**config.mk**
```make
export PLATFORM = sky130hd
export DESIGN_NAME = ifetch_unit_flat
export DESIGN_NICKNAME = d
export VERILOG_FILES = /design/src/rtl/ifetch_unit_if.sv /design/src/rtl/ifetch_unit.sv /design/src/flat_wrapper.sv
export SDC_FILE = /design/constraint.sdc
export NUM_CORES = 1
export LEC_CHECK = 0
export BUFFER_PORTS_ARGS = -buffer_cell sky130_fd_sc_hd__buf_4
export CAP_MARGIN = 40
export CORE_AREA = 3 3 98 137
export DETAILED_ROUTE_END_ITERATION = 8
export DIE_AREA = 0 0 101 140
export HOLD_SLACK_MARGIN = 0.12
export PLACE_DENSITY = 0.7
export RECOVER_POWER = 50
export SLEW_MARGIN = 15
export SYNTH_ARGS = -nofsm -noshare
export SYNTH_HDL_FRONTEND = slang
export SYNTH_SLANG_ARGS = --single-unit
```
**constraint.sdc**
```tcl
create_clock -name clk -period 9.4 [get_ports clk]
set_input_delay 0 -clock clk [delete_from_list [all_inputs] [get_ports clk]]
set_output_delay 0 -clock clk [all_outputs]
set_load 0.03 [all_outputs]
```
**src/rtl/ifetch_unit_if.sv**
```systemverilog
// Fetch-unit bus bundle: memory request side, instruction delivery side,
// controller decision inputs and status flags.
//
// Handshakes:
//   memory  - inst_req is held high while the unit waits for a word; the word on
//             inst_rdata is accepted in any cycle where inst_req && MIO_ready.
//             MIO_ready while inst_req is low is ignored.
//   consumer - inst_valid is held high with inst/OPcode/Fun/pc_out stable until
//             the cycle where inst_valid && inst_ack; Jump/Branch/Zero are only
//             sampled in that cycle. inst_ack while inst_valid is low is ignored.
interface ifetch_unit_if;
  logic        inst_req;
  logic [31:0] inst_addr;
  logic [31:0] inst_rdata;
  logic        MIO_ready;
  logic        inst_valid;
  logic [31:0] inst;
  logic [5:0]  OPcode;
  logic [5:0]  Fun;
  logic [31:0] pc_out;
  logic        inst_ack;
  logic        Jump;
  logic        Branch;
  logic        Zero;
  logic        fetch_err;
  logic [1:0]  state_dbg;

  modport master (
    output inst_req, inst_addr, inst_valid, inst, OPcode, Fun, pc_out,
           fetch_err, state_dbg,
    input  inst_rdata, MIO_ready, inst_ack, Jump, Branch, Zero
  );

  modport slave (
    input  inst_req, inst_addr, inst_valid, inst, OPcode, Fun, pc_out,
           fetch_err, state_dbg,
    output inst_rdata, MIO_ready, inst_ack, Jump, Branch, Zero
  );
endinterface

```
**src/rtl/ifetch_unit.sv**
```systemverilog
// Instruction fetch unit: holds the PC, requests one word at a time from
// memory, presents it in the IR until the consumer acknowledges it, then
// advances the PC (sequential, branch or jump).
// Optional macro FETCH_TIMEOUT_EN adds a 255-cycle fetch timeout that parks
// the unit in ERR with a sticky fetch_err until reset.
module ifetch_unit (
  input  logic          clk,
  input  logic          rst,
  ifetch_unit_if.master bus
);

  typedef enum logic [1:0] {IDLE, REQ, VALID, ERR} state_t;

  state_t      state;
  state_t      state_next;

  // PC and captured PC are kept as word addresses so byte bits [1:0] are
  // zero by construction; 30-bit wrap equals 32-bit byte-address wrap.
  logic [29:0] pc_w;
  logic [29:0] pc_w4;
  logic [29:0] pc_w_next;
  logic [29:0] pc_out_w;
  logic [31:0] ir;

`ifdef FETCH_TIMEOUT_EN
  logic [7:0]  cnt;
  logic        err_q;
`endif

  // State register.
  always_ff @(posedge clk) begin
    if (rst) state <= IDLE;
    else     state <= state_next;
  end

  // Next-state logic.
  always_comb begin
    state_next = state;
    case (state)
      IDLE:  state_next = REQ;
      REQ: begin
        if (bus.MIO_ready) state_next = VALID;
`ifdef FETCH_TIMEOUT_EN
        else if (cnt == 8'hFF) state_next = ERR;
`endif
      end
      VALID: if (bus.inst_ack) state_next = REQ;
      ERR:   state_next = ERR;
      default: state_next = IDLE;
    endcase
  end

  // Next PC on an accepted ack: jump beats taken branch beats sequential.
  always_comb begin
    pc_w4     = pc_w + 30'd1;
    pc_w_next = pc_w4;
    if (bus.Jump)
      pc_w_next = {pc_w4[29:26], ir[25:0]};
    else if (bus.Branch && bus.Zero)
      pc_w_next = pc_w4 + {{14{ir[15]}}, ir[15:0]};
  end

  // PC, IR and captured-PC registers.
  always_ff @(posedge clk) begin
    if (rst) begin
      pc_w     <= '0;
      ir       <= '0;
      pc_out_w <= '0;
    end else begin
      if (state == REQ && bus.MIO_ready) begin
        ir       <= bus.inst_rdata;
        pc_out_w <= pc_w;
      end
      if (state == VALID && bus.inst_ack)
        pc_w <= pc_w_next;
    end
  end

`ifdef FETCH_TIMEOUT_EN
  // Timeout counter: zero outside REQ, counts stalled REQ cycles; error sticks.
  always_ff @(posedge clk) begin
    if (rst) begin
      cnt   <= '0;
      err_q <= 1'b0;
    end else begin
      if (state == REQ) begin
        if (!bus.MIO_ready && cnt != 8'hFF) cnt <= cnt + 8'd1;
      end else begin
        cnt <= '0;
      end
      if (state == REQ && state_next == ERR) err_q <= 1'b1;
    end
  end

  assign bus.fetch_err = err_q;
`else
  assign bus.fetch_err = 1'b0;
`endif

  assign bus.inst_req   = (state == REQ);
  assign bus.inst_valid = (state == VALID);
  assign bus.inst_addr  = {pc_w, 2'b00};
  assign bus.pc_out     = {pc_out_w, 2'b00};
  assign bus.inst       = ir;
  assign bus.OPcode     = ir[31:26];
  assign bus.Fun        = ir[5:0];
  assign bus.state_dbg  = state;

endmodule

```
**src/flat_wrapper.sv**
```systemverilog
// flat-port wrapper written by rule: the top's interface ports become plain ports
module ifetch_unit_flat 
  (clk, rst, bus_inst_req, bus_inst_addr, bus_inst_valid, bus_inst, bus_OPcode, bus_Fun, bus_pc_out, bus_fetch_err, bus_state_dbg, bus_inst_rdata, bus_MIO_ready, bus_inst_ack, bus_Jump, bus_Branch, bus_Zero);
  ifetch_unit_if bus_i ();
  input  logic clk;
  input  logic rst;
  output wire logic [$bits(bus_i.inst_req)-1:0] bus_inst_req;
  output wire logic [$bits(bus_i.inst_addr)-1:0] bus_inst_addr;
  output wire logic [$bits(bus_i.inst_valid)-1:0] bus_inst_valid;
  output wire logic [$bits(bus_i.inst)-1:0] bus_inst;
  output wire logic [$bits(bus_i.OPcode)-1:0] bus_OPcode;
  output wire logic [$bits(bus_i.Fun)-1:0] bus_Fun;
  output wire logic [$bits(bus_i.pc_out)-1:0] bus_pc_out;
  output wire logic [$bits(bus_i.fetch_err)-1:0] bus_fetch_err;
  output wire logic [$bits(bus_i.state_dbg)-1:0] bus_state_dbg;
  input wire logic [$bits(bus_i.inst_rdata)-1:0] bus_inst_rdata;
  input wire logic [$bits(bus_i.MIO_ready)-1:0] bus_MIO_ready;
  input wire logic [$bits(bus_i.inst_ack)-1:0] bus_inst_ack;
  input wire logic [$bits(bus_i.Jump)-1:0] bus_Jump;
  input wire logic [$bits(bus_i.Branch)-1:0] bus_Branch;
  input wire logic [$bits(bus_i.Zero)-1:0] bus_Zero;
  assign bus_inst_req = bus_i.inst_req;
  assign bus_inst_addr = bus_i.inst_addr;
  assign bus_inst_valid = bus_i.inst_valid;
  assign bus_inst = bus_i.inst;
  assign bus_OPcode = bus_i.OPcode;
  assign bus_Fun = bus_i.Fun;
  assign bus_pc_out = bus_i.pc_out;
  assign bus_fetch_err = bus_i.fetch_err;
  assign bus_state_dbg = bus_i.state_dbg;
  assign bus_i.inst_rdata = bus_inst_rdata;
  assign bus_i.MIO_ready = bus_MIO_ready;
  assign bus_i.inst_ack = bus_inst_ack;
  assign bus_i.Jump = bus_Jump;
  assign bus_i.Branch = bus_Branch;
  assign bus_i.Zero = bus_Zero;
  ifetch_unit u_core (.clk(clk), .rst(rst), .bus(bus_i));
endmodule
```
* Yosys cells after proc, flatten, opt, wreduce, memory -nomap -nowiden
Cells that the tools add are included.
Operators by class: add/subtract/negate cells 2, equal/unequal tests 5, muxes and demuxes 5, reductions and logical operators 5
Operators with widths (count):
- 30-bit two-way mux | 2
- 30-bit by 1-bit adder with 30-bit output (second input constant) | 1
- 30-bit adder | 1
- 2-bit one-hot mux with 4 select lines | 1
- 2-bit == test (second input constant) | 2
- 2-bit two-way mux | 2
- 2-bit by 1-bit != test with 1-bit output (second input constant) | 2
- 1-bit logical AND | 3
- 2-bit by 1-bit == test with 1-bit output (second input constant) | 1
- 2-bit logical NOT | 1
- 2-bit AND reduction | 1
Word-level totals: register bits 94, input port bits 39, output and inout port bits 113, logic and storage cells 21

* Depth between registers and ports, before layout
depth in word-level cells 4, mapped depth 17, mapped depth without buffers 16

* Least setup slack after synthesis
OpenSTA, ideal clock, no wires.
path kind reg2reg, start point register u_core.pc_w[2], end point register u_core.pc_w[29], arrival 3.724 ns, required time 9.279 ns, slack 5.556 ns, stages on the path, launching flop included 17, path buffers 1, clock period less this slack 3.844 ns, cell sequence dfxtp_1 -> and4_1 -> and4_1 -> buf_2 -> nand3_2 -> nor3_1 -> xnor2_1 -> inv_1 -> ha_1 -> a21o_1 -> a21o_1 -> o31ai_1 -> nand2_1 -> or3_1 -> a21o_1 -> a21oi_1 -> mux2_2
Between the ends: longest elaborated chain between the ends 4
Ends and longest elaborated chain:
- start: declaration | line ifetch_unit.sv:19 | logic [29:0] pc_w;
- start signal: assignment | line ifetch_unit.sv:75 | pc_w <= pc_w_next;
- 30-bit by 1-bit adder with 30-bit output * | line ifetch_unit.sv:55 | pc_w4 = pc_w + 30'd1;
- 30-bit adder | line ifetch_unit.sv:60 | pc_w_next = pc_w4 + {{14{ir[15]}}, ir[15:0]};
- 30-bit two-way mux | line ifetch_unit.sv:59 | else if (bus.Branch && bus.Zero)
- 30-bit two-way mux * | line ifetch_unit.sv:57 | if (bus.Jump)
Mark *: on every way between the ends. The rest lies on a longest branch, timed or not. A chain may end at the register's enable or synchronous reset.

* Final worst setup path
Same ends and word-level chain as after synthesis.

==> flow_summary.json <==
{
  "yosysSeqAreaShare_pct": 31.02,
  "slew_headroom_pct": -20.17,
  "syn_inst": 823,
  "whs_ns": 0.1816,
  "skew_ns": 0.008455,
  "grt_overflow": 0,
  "drc": 0,
  "die_width_microns": 101,
  "ir_drop_uv": 75.22,
  "worst-path-max-fanout": 9,
  "r2r.worst_path.cells": 15,
  "synthTopCellsByArea": "dfxtp_1 (31%), nand2_1 (11%), a21oi_1 (9.3%)",
  "maxSlewViolCount": 35,
  "synthArstFlopShare_pct": 0,
  "cts_tree": "yes",
  "ant_nets": 0,
  "p_total_uw": 960.8,
  "start_kind": "flop",
  "slowest_stage": "dfxtp_1",
  "coreArea_sq_um": 12370,
  "cts_made_buffers": 9,
  "worstMarginPinSlew_ns": 1.803,
  "gp_congestion": 0.9123,
  "routedWlPerCell_microns": 17.37,
  "violations": "capacitance limit, slew limit",
  "finalHoldViolations": 0,
  "finalWirelength_mm": 19.82,
  "max_stage_delay_ns": 0.47,
  "synth_top_area_share_pct": 31.02,
  "dr.pass1.iters": 5,
  "die-area_sq_um": 14140,
  "ioPinCount": 152,
  "yosys_warnings": 0,
  "rows": 48,
  "portBuffers": 146,
  "critical-path-top-delay-family": "simple AND/OR/NAND/NOR gates",
  "fmaxAchievable_mhz": 244.4,
  "path_clk_slew_ns": 0.07,
  "setup_viol": 0,
  "cts_setup_buffers": 0,
  "h-tree-depth": 3,
  "diodes": 0,
  "multi_input_area_sq_um": 3837,
  "cts_root_buf": "clkbuf_16",
  "drt-initial-drc-count": 374,
  "seq_area_sq_um": 1882,
  "hold_depth": 3,
  "grt_pass1_vias": 6182,
  "hold_start": "bus_Jump",
  "clock-sinks": 94,
  "grt_pass1_wl_mm": 31.44,
  "clock_path_buffers": 2,
  "powerDensity_nw_per_um2": 125.6,
  "hold_class": "in -> reg",
  "rrSetupSlack_ns": 5.31,
  "drv_cap": 1,
  "grt_start_max_net_pins": 64,
  "synthToLayoutAreaGrowth_pct": 26.11,
  "status": "finished with violations",
  "fin_crit_sh_pct": 43.54,
  "drive_gt1_share_pct": 7.972,
  "die_h_microns": 140,
  "timing.setup.tns_ns": 0,
  "path_cells": "and4_1, and4_1, nand3_2, nor3_1, xnor2_1, inv_1, ha_1, a21o_1, a21o_1, o31ai_1, nand2_1, or3_1, a21o_1, a21oi_1, mux2_2",
  "crit_arrival_ns": 4.33,
  "fin_nets": 1063,
  "synth.distinct_cells": 58,
  "hpwlAfterDp_mm": 14.15,
  "grtUsageTotal_pct": 27.38,
  "synth_seq_cells": 94,
  "hold_path_end": "u_core.pc_w[21]",
  "vias": 6475,
  "clk_latency_ns": 0.34,
  "ys.flop_type": "dfxtp_1",
  "fill_cells": 1211,
  "rr_endpoint": "u_core.pc_w[29]",
  "synthesis.area_sq_um": 6066,
  "yosysTopAreaCell": "dfxtp_1",
  "start_util_pct": 49.03,
  "timing_worst_setup_path_type": "reg -> reg",
  "antenna_found_initial": 0,
  "path_buf_inv": 1,
  "via_per_inst": 5.675,
  "required_ns": 9.64,
  "r2r-start": "u_core.pc_w[2]",
  "end_kind": "flop",
  "p_leak_uw": 0.003091,
  "rsz0062_at_grt": "no",
  "layout_min_cycle_time_ns": 4.092,
  "synth_enable_flop_cells": 0,
  "cp_common_cell": "a21o_1",
  "syn-mean-instance-area_sq_um": 7.370
}
[cells in the mapped netlist (9+ instances only)]
cell and n:
nand2_1 185, a21oi_1 113, dfxtp_1 94, nor2_1 45, clkbuf_1 42, ha_1 37
xnor2_1 37, o21ai_0 33, nand3_1 23, a21o_1 21, inv_1 19, buf_4 17
a211oi_1 14, nor3_1 14, nand4_1 13, o211ai_1 12, xor2_1 12, nand2b_1 9
[cell type report]
type                    instances  area share [%]
clock buffers                  10           2.993
flip-flops and latches         94           24.60
multi-input cells             652           50.16
repair buffers                209           17.91
clock inverters                 6          0.8996
inverters                      20          0.9814
well taps                     150           2.453
[where the power goes]
part | total [uW] | switching [uW] | internal [uW]
Clock | 378 | 169 | 209
Combinational | 161 | 102 | 59.1
Sequential | 422 | 14.0 | 408
[metal layers]
layer / up-vias / part of all wire, % / GRT usage [%] / wire [microns]
met5: - / 0 / 0 / 0
met4: 0 / 2.1 / 8.193 / 408
met3: 26 / 6.7 / 3.837 / 1329
met2: 249 / 50 / 47.76 / 9942
met1: 3025 / 41 / 34.61 / 8135
li1: 3175 / - / - / -
[tightest hold or removal path: stages]
cell and delay, ns:
buf_4 0.22, a21oi_1 0.18, a211oi_1 0.07
[logic make-up after synthesis]
kind of cell,after synthesis,share of synthesized area [%]
DFF,94,31.02
and+or+nand+nor,326,23.89
buffers and inverters,81,6.085
AOI/OAI and AO/OA,230,23.23
adders and majority gates,38,7.962
xor gates and xnor gates,49,7.075
muxes,4,0.6807
other,1,0.06182
[worst max path at each step]
stage	startpoint	to	slack, ns	cells after the start
after detailed placement	u_core.pc_w[2]	u_core.pc_w[29]	5.34	15
after global placement	u_core.pc_w[2]	u_core.pc_w[29]	5.39	15
after floorplan	u_core.pc_w[2]	u_core.pc_w[29]	5.56	16
after CTS	u_core.pc_w[2]	u_core.pc_w[29]	5.31	15
final	u_core.pc_w[2]	u_core.pc_w[29]	5.31	15
after global routing	u_core.pc_w[2]	u_core.pc_w[29]	4.96	15
[state kept, by name, indices dropped and copies added, names as in the netlist]
register / flops
u_core.bus.inst: 32
u_core.bus.state_dbg: 2
u_core.pc_out_w: 30
u_core.pc_w: 30
[what timing repair did]
action,CTS,global route
hold buffers,56,0
gates resized for setup,0,0
endpoints found under the hold margin,41,0
[through the flow]
| stage | instances | cell area (sq um) | setup WS, ns | util (%) |
|---|---|---|---|---|
| after global routing | 1141 | 7650 | 4.956 | 61.83 |
| after floorplan | 827 | 6081 | 5.556 | - |
| after global placement | 1065 | 7101 | 5.392 | 57.39 |
| after detailed placement | 1069 | 7171 | 5.337 | 57.96 |
| after CTS | 1141 | 8029 | 5.306 | 64.90 |
| final | 1141 | 7650 | 5.308 | 61.83 |
[placed cells by master, fill, tap and decap left out, types with 12 or more instances in the layout]
| cell type | synthesis | layout |
|---|---|---|
| nand2_1 | 185 | 185 |
| a21oi_1 | 113 | 113 |
| clkbuf_1 | 42 | 102 |
| dfxtp_1 | 94 | 94 |
| dlygate4sd3_1 | 0 | 56 |
| buf_4 | 17 | 48 |
| nor2_1 | 45 | 44 |
| xnor2_1 | 37 | 37 |
| ha_1 | 37 | 37 |
| o21ai_0 | 33 | 33 |
| nand3_1 | 23 | 23 |
| a21o_1 | 21 | 21 |
| inv_1 | 19 | 19 |
| nor3_1 | 14 | 14 |
| a211oi_1 | 14 | 14 |
| nand4_1 | 13 | 13 |
| xor2_1 | 12 | 12 |
| o211ai_1 | 12 | 12 |
No activity file was read; power rests on OpenSTA's default activity.
